File: src/rtl/module_debouncer.sv
// -----------------------------------------------------------------------------
// module_debouncer
//
// Input-conditioning stage for one raw, bouncing, active-low push-button.
// Produces a clean debounced level plus single-cycle press/release pulses.
// Everything runs on posedge clk with a synchronous, active-high reset.
//
// Optional feature (compile-time macro): DEBOUNCE_LONG_PRESS_EN
//   Defined   : long_press_o pulses once after the button has been held
//               debounced-pressed for LONG_CYCLES cycles; it rearms only
//               after an accepted release.
//   Undefined : no long-press logic is built; long_press_o is constant 0.
//
// Parameters:
//   DEBOUNCE_CYCLES  stable synchronized samples needed to accept a change (>= 2)
//   LONG_CYCLES      held-pressed cycles before long_press_o fires (>= 2)
//
// Ports:
//   clk              system clock
//   rst              synchronous reset, active-high
//   btn_ni           raw button, asynchronous, active-low (0 = pressed)
//   btn_level_o      debounced level, 1 = pressed (registered)
//   press_pulse_o    one-cycle pulse on an accepted press (registered)
//   release_pulse_o  one-cycle pulse on an accepted release (registered)
//   long_press_o     one-cycle pulse on a long press (registered, or tied 0)
// -----------------------------------------------------------------------------
module module_debouncer #(
  parameter int DEBOUNCE_CYCLES = 270000,
  parameter int LONG_CYCLES     = 27000000
) (
  input  logic clk,
  input  logic rst,
  input  logic btn_ni,
  output logic btn_level_o,
  output logic press_pulse_o,
  output logic release_pulse_o,
  output logic long_press_o
);

  localparam int CNT_W = ($clog2(DEBOUNCE_CYCLES) > 1) ? $clog2(DEBOUNCE_CYCLES) : 1;
  localparam logic [CNT_W-1:0] DB_LAST = CNT_W'(DEBOUNCE_CYCLES - 1);

  typedef enum logic [1:0] {
    ST_RELEASED,
    ST_PRESS_CHK,
    ST_PRESSED,
    ST_RELEASE_CHK
  } state_e;

  logic             sync1_q, sync2_q;
  state_e           state_q, state_d;
  logic [CNT_W-1:0] cnt_q, cnt_d;
  logic             btn_level_q, btn_level_d;
  logic             press_pulse_q, press_pulse_d;
  logic             release_pulse_q, release_pulse_d;
  logic             pressed_s;

  // Synchronized sample, inverted so 1 means pressed.
  assign pressed_s = ~sync2_q;

  // ---------------------------------------------------------------------------
  // Next-state / output logic
  // ---------------------------------------------------------------------------
  always_comb begin
    // NOTE: every signal gets a default first so no path leaves it unassigned,
    // which would otherwise infer a latch.
    state_d         = state_q;
    cnt_d           = cnt_q;
    press_pulse_d   = 1'b0;
    release_pulse_d = 1'b0;

    unique case (state_q)
      ST_RELEASED: begin
        if (pressed_s) begin
          state_d = ST_PRESS_CHK;
          cnt_d   = '0;
        end
      end
      ST_PRESS_CHK: begin
        if (!pressed_s) begin
          state_d = ST_RELEASED;     // bounce rejected
          cnt_d   = '0;
        end else if (cnt_q == DB_LAST) begin
          state_d       = ST_PRESSED;
          cnt_d         = '0;
          press_pulse_d = 1'b1;
        end else begin
          cnt_d = cnt_q + 1'b1;
        end
      end
      ST_PRESSED: begin
        if (!pressed_s) begin
          state_d = ST_RELEASE_CHK;
          cnt_d   = '0;
        end
      end
      ST_RELEASE_CHK: begin
        if (pressed_s) begin
          state_d = ST_PRESSED;      // release glitch rejected
          cnt_d   = '0;
        end else if (cnt_q == DB_LAST) begin
          state_d         = ST_RELEASED;
          cnt_d           = '0;
          release_pulse_d = 1'b1;
        end else begin
          cnt_d = cnt_q + 1'b1;
        end
      end
      default: begin
        state_d = ST_RELEASED;
        cnt_d   = '0;
      end
    endcase

    // Level is registered from the next state so it rises together with the
    // press pulse and falls together with the release pulse.
    btn_level_d = (state_d == ST_PRESSED) || (state_d == ST_RELEASE_CHK);
  end

  // ---------------------------------------------------------------------------
  // State registers
  // ---------------------------------------------------------------------------
  always_ff @(posedge clk) begin
    // NOTE: sequential state uses non-blocking assignments so every flop
    // samples pre-edge values regardless of statement order.
    if (rst) begin
      sync1_q         <= 1'b1;       // released
      sync2_q         <= 1'b1;
      state_q         <= ST_RELEASED;
      cnt_q           <= '0;
      btn_level_q     <= 1'b0;
      press_pulse_q   <= 1'b0;
      release_pulse_q <= 1'b0;
    end else begin
      sync1_q         <= btn_ni;
      sync2_q         <= sync1_q;
      state_q         <= state_d;
      cnt_q           <= cnt_d;
      btn_level_q     <= btn_level_d;
      press_pulse_q   <= press_pulse_d;
      release_pulse_q <= release_pulse_d;
    end
  end

  assign btn_level_o     = btn_level_q;
  assign press_pulse_o   = press_pulse_q;
  assign release_pulse_o = release_pulse_q;

`ifdef DEBOUNCE_LONG_PRESS_EN
  // ---------------------------------------------------------------------------
  // Long-press detection
  // ---------------------------------------------------------------------------
  localparam int LONG_W = ($clog2(LONG_CYCLES) > 1) ? $clog2(LONG_CYCLES) : 1;
  localparam logic [LONG_W-1:0] LONG_LAST = LONG_W'(LONG_CYCLES - 1);

  logic [LONG_W-1:0] long_cnt_q, long_cnt_d;
  logic              fired_q, fired_d;     // long pulse already issued this press
  logic              long_press_q, long_press_d;

  always_comb begin
    long_cnt_d   = long_cnt_q;
    fired_d      = fired_q;
    long_press_d = 1'b0;

    if (press_pulse_d) begin
      long_cnt_d = '0;                     // entering PRESSED from PRESS_CHK
    end else if ((state_q == ST_PRESSED) || (state_q == ST_RELEASE_CHK)) begin
      if (long_cnt_q == LONG_LAST) begin
        // Saturated: fire once, then hold until an accepted release rearms.
        if (!fired_q) begin
          long_press_d = 1'b1;
          fired_d      = 1'b1;
        end
      end else begin
        long_cnt_d = long_cnt_q + 1'b1;
      end
    end

    if (release_pulse_d) begin
      fired_d = 1'b0;
    end
  end

  always_ff @(posedge clk) begin
    if (rst) begin
      long_cnt_q   <= '0;
      fired_q      <= 1'b0;
      long_press_q <= 1'b0;
    end else begin
      long_cnt_q   <= long_cnt_d;
      fired_q      <= fired_d;
      long_press_q <= long_press_d;
    end
  end

  assign long_press_o = long_press_q;
`else
  assign long_press_o = 1'b0;
`endif

endmodule

File: config.mk
export PLATFORM = sky130hd
export DESIGN_NAME = module_debouncer
export DESIGN_NICKNAME = d
export VERILOG_FILES = /design/src/rtl/module_debouncer.sv
export SDC_FILE = /design/constraint.sdc
export NUM_CORES = 1
export LEC_CHECK = 0
export ABC_AREA = 1
export BUFFER_PORTS_ARGS = -buffer_cell sky130_fd_sc_hd__buf_2
export CAP_MARGIN = 10
export CORE_MARGIN = 4
export CORE_UTILIZATION = 49
export CTS_BUF_LIST = sky130_fd_sc_hd__clkbuf_2 sky130_fd_sc_hd__clkbuf_4 sky130_fd_sc_hd__clkbuf_8
export DETAILED_ROUTE_END_ITERATION = 10
export HOLD_SLACK_MARGIN = 0.05
export PLACE_DENSITY = 0.69
export SLEW_MARGIN = 20
export SYNTH_ARGS = -nofsm -noshare
export SYNTH_HDL_FRONTEND = slang
export SYNTH_SLANG_ARGS = --single-unit
File: constraint.sdc
create_clock -name clk -period 1.3 [get_ports clk]
set_input_delay 0.195 -clock clk [delete_from_list [all_inputs] [get_ports clk]]
set_output_delay 0.195 -clock clk [all_outputs]
set_load 0.01 [all_outputs]
==> run summary <==
STA classifies the critical path endpoint as a flip-flop. sky130_fd_sc_hd__dfxtp_1 takes more of the synthesized area than any other cell. In this run, distinct cell masters in the synthesized netlist total 30. The final weighted congestion in routability-driven placement was 0.899.

In the final routed layout, each cell accounts on average for 16.0 um. The first global-routing pass estimated 5350 um of wire. The total chip power came out at 1.32 mW. The number of cells on the worst reg-to-reg path was 7; the length of the first detailed-routing pass in iterations was 5.

The fraction of synthesized cell area taken by the top area cell type works out to 0.383. The share of the clock period used by the worst path after layout works out to 1.12. For the required arrival time at the worst endpoint, the log shows 1.57 ns. TritonCTS built the clock tree. The number of global-route vias before repair was 1177. Entering global routing, the biggest net connects 15 pins. 7 I/O pins were placed. The logs give 4090 um for the overall routed net length and 0 for the number of max-slew violations in the final report.

The logs give 0 for the number of hold-slack violations in the final timing report and 0.530 for the initial core utilization. Clock skew on the completed layout was measured at 0.0148 ns. For this block, the via count after detailed routing is 1417. The floorplan step set the die height to 60.7 um.

The clock reaches the later pin of the worst-skew pair after 0.34 ns. For the worst setup path, the data arrival time is 1.73 ns. The least setup slack across all paths after layout was -0.162 ns.

The minimum clock period after layout is 1.46 ns. The signal on the critical path passes through ha_4, nand2_4, nor2_4, nand4_1, o21bai_1, nand3_1, nor2_1. After detailed routing, the number of remaining DRC violations is 0. The run gives 532 um2 as the register area.

The maximum clock frequency is 684 MHz. In this run the critical register-to-register path is launched from cnt_q[1]. The logs give 0.00257 mm2 for the core region area and 231 for the net total in the final layout. CTS saw 26 sinks. A synthesized cell averages 7.12 um2. The biggest cell delay along the critical path was 0.39 ns; the count of synthesis-stage warnings from yosys was 0.

0 antenna diodes ended up in the layout. The setup-violating endpoint count in the final report came out at 23. The per-cell via count in the routed design came out at 5.54. The worst hold path belongs to the class in -> reg.

By area the synthesized netlist is led by sky130_fd_sc_hd__dfxtp_1, sky130_fd_sc_hd__nor2_1, sky130_fd_sc_hd__nand3_1. Leaving out filler cells and counting taps, the final layout contains 256. After floorplanning, the core was divided into 18 placement rows. The critical path runs through a total of 7 cells.

In this run the power density over the cells is 704 mW/mm2. Summed over all layers, the global routing overflow is 0. The longest clock path from root to sink contains 2 buffers. The width of the chip works out to 60.7 um.

The number of antenna violations at the first check in global routing is 0, and the number of filler instances in the final layout is 168. Buffers placed on the I/O ports in this run total 5. The number of nets in the synthesized netlist is 195. The worst flop-to-flop path endpoint is cnt_q[10]. The logs give 709 uV for the highest ir drop seen on vdd and 0 for the number of max-cap violations. The tools report the H-tree depth reported by CTS as 1. Timing endpoint of the critical path: cnt_q[10].

The logs give 0.00136 mm2 for the netlist area before placement and 0.641 for the normalized max-slew margin. Remaining antenna violation count after routing: 0. The number of placed instances, taps included, is 243. The measured slew at the worst slew-check pin is 0.537 ns. The number of synthesized register bits is 26.

The number of buffers created by CTS is 3. The critical path starts at cnt_q[1]. The first routing iteration left 96 violations.

Timing analysis after detailed placement gives a worst setup slack of -0.141 ns. The static leakage was 0.760 nW. The run finished, with violations left. Setup repair after global routing could not meet its margin everywhere. The type of origin of the critical path is a flip-flop. The setup check on the worst reg-to-reg path leaves a slack of -0.16 ns. The maximum fanout along the worst path is 6. The multi-input logic area came out at 890 um2.

Together, buffers and inverters on the worst path number 0. For the total routing usage reported by global routing, the log shows 0.194. The final reports fail on setup timing.

Synthesis produced a netlist whose cell count is 191. The run gives 2310 um as the post-detailed-placement half-perimeter wirelength. The root buffer selected by CTS is sky130_fd_sc_hd__clkbuf_4. The run gives 0.383 as the sequential share of the synthesized area. Layout cell share with drive strength beyond 1: 0.429.

The critical path is of the reg -> reg type. From synthesis to final layout, the design area changed by 37.4%. On the critical path, the stage with the largest delay is an instance of sky130_fd_sc_hd__dfxtp_4. The die covers 0.00368 mm2. On the final layout, the worst hold slack is 0.0954 ns. After clock tree synthesis, the clock-pin slew on the worst setup and hold paths is 0.13 ns.

Grouping stages by cell kind, the critical path spends the most delay in simple AND/OR/NAND/NOR gates.
==> cell usage after synthesis (all sizes together) <==
master	instances
or2	2
nor3	2
nand3	29
o22ai	1
dfxtp	26
a31oi	1
xnor2	2
a21oi	5
ha	1
nand2	36
buf	5
clkinv	2
xor2	4
nand4	6
o21ai	2
nor2	44
conb	1
inv	20
o21bai	2
==> worst min path at each step <==
stage / start / to / slack (ns) / cells past startpoint
2_1_floorplan: rst / cnt_q[1] / 0.26 / 1
3_3_place_gp: btn_ni / sync1_q / 0.38 / 2
3_5_place_dp: btn_ni / sync1_q / 0.39 / 2
4_1_cts: rst / cnt_q[1] / 0.09 / 2
5_1_grt: rst / cnt_q[1] / 0.08 / 2
6_report: rst / cnt_q[1] / 0.1 / 2
==> cell type report <==
| type | instances | share of cell area |
|---|---|---|
| repair buffers | 36 | 0.151 |
| inverters | 22 | 0.0482 |
| clock buffers | 4 | 0.0194 |
| multi-input cells | 138 | 0.476 |
| flip-flops and latches | 26 | 0.285 |
| well taps | 30 | 0.0201 |
==> flip-flops by register name, summed over array words and instances, names as in the netlist <==
register and flops:
release_pulse_o 1, btn_level_o 1, press_pulse_o 1, cnt_q 19, state_q 2, sync1_q 1
sync2_q 1
==> cell usage in the layout (no fill, tap or decap), drive strengths merged <==
cell / netlist / final
dlygate4sd3: 0 / 1
inv: 20 / 20
o21ai: 2 / 2
or2: 2 / 2
nand4: 6 / 6
clkinv: 2 / 2
xnor2: 2 / 2
nor2: 44 / 44
nor3: 2 / 2
a21oi: 5 / 5
conb: 1 / 1
a31oi: 1 / 1
buf: 5 / 35
o21bai: 2 / 2
nand3: 29 / 29
xor2: 4 / 4
nand2: 36 / 36
o22ai: 1 / 1
clkbuf: 0 / 4
ha: 1 / 1
dfxtp: 26 / 26
==> cell families (layout without fill, tap and decap cells) <==
kind of cell               Yosys count  count (layout)  share of synthesized area
AOI/OAI and AO/OA                   11              11                     0.0515
xor gates and xnor gates             6               6                     0.0386
adders and majority gates            1               1                    0.00920
buffers and inverters               27              62                     0.0902
DFF                                 26              26                      0.383
other                                1               1                    0.00276
and+or+nand+nor                    119             119                      0.425
==> per-layer routing <==
layer / up-vias / share of wire / global-route usage
li1: 676 / - / -
met1: 638 / 0.39 / 0.274
met2: 78 / 0.47 / 0.299
met3: 25 / 0.078 / 0.0447
met4: 0 / 0.055 / 0.0495
met5: - / 0 / 0
==> report_power, final <==
part / total, mW / switching (mW) / internal (mW)
Sequential: 0.800 / 0.00152 / 0.799
Combinational: 0.0978 / 0.0664 / 0.0314
Clock: 0.417 / 0.246 / 0.172
==> repair_timing <==
action / in CTS / in global routing
buffers inserted: 3 / 5
hold buffers: 1 / 0
endpoints found under the hold margin: 1 / 0
gates resized for setup: 27 / 30
cloned: 0 / 0
endpoints found under the setup margin: 23 / 23
pin swaps: 10 / 19
==> per-stage QoR <==
stage	TNS, ns	util	instance area, um2
after floorplan	0	-	1360
after global placement	-0.633	0.603	1550
after detailed placement	-1.99	0.603	1550
after CTS	-1.60	0.673	1730
after global routing	-3.90	0.728	1870
final	-2.16	0.728	1870
Note: power is estimated with default switching activity, not from simulation.
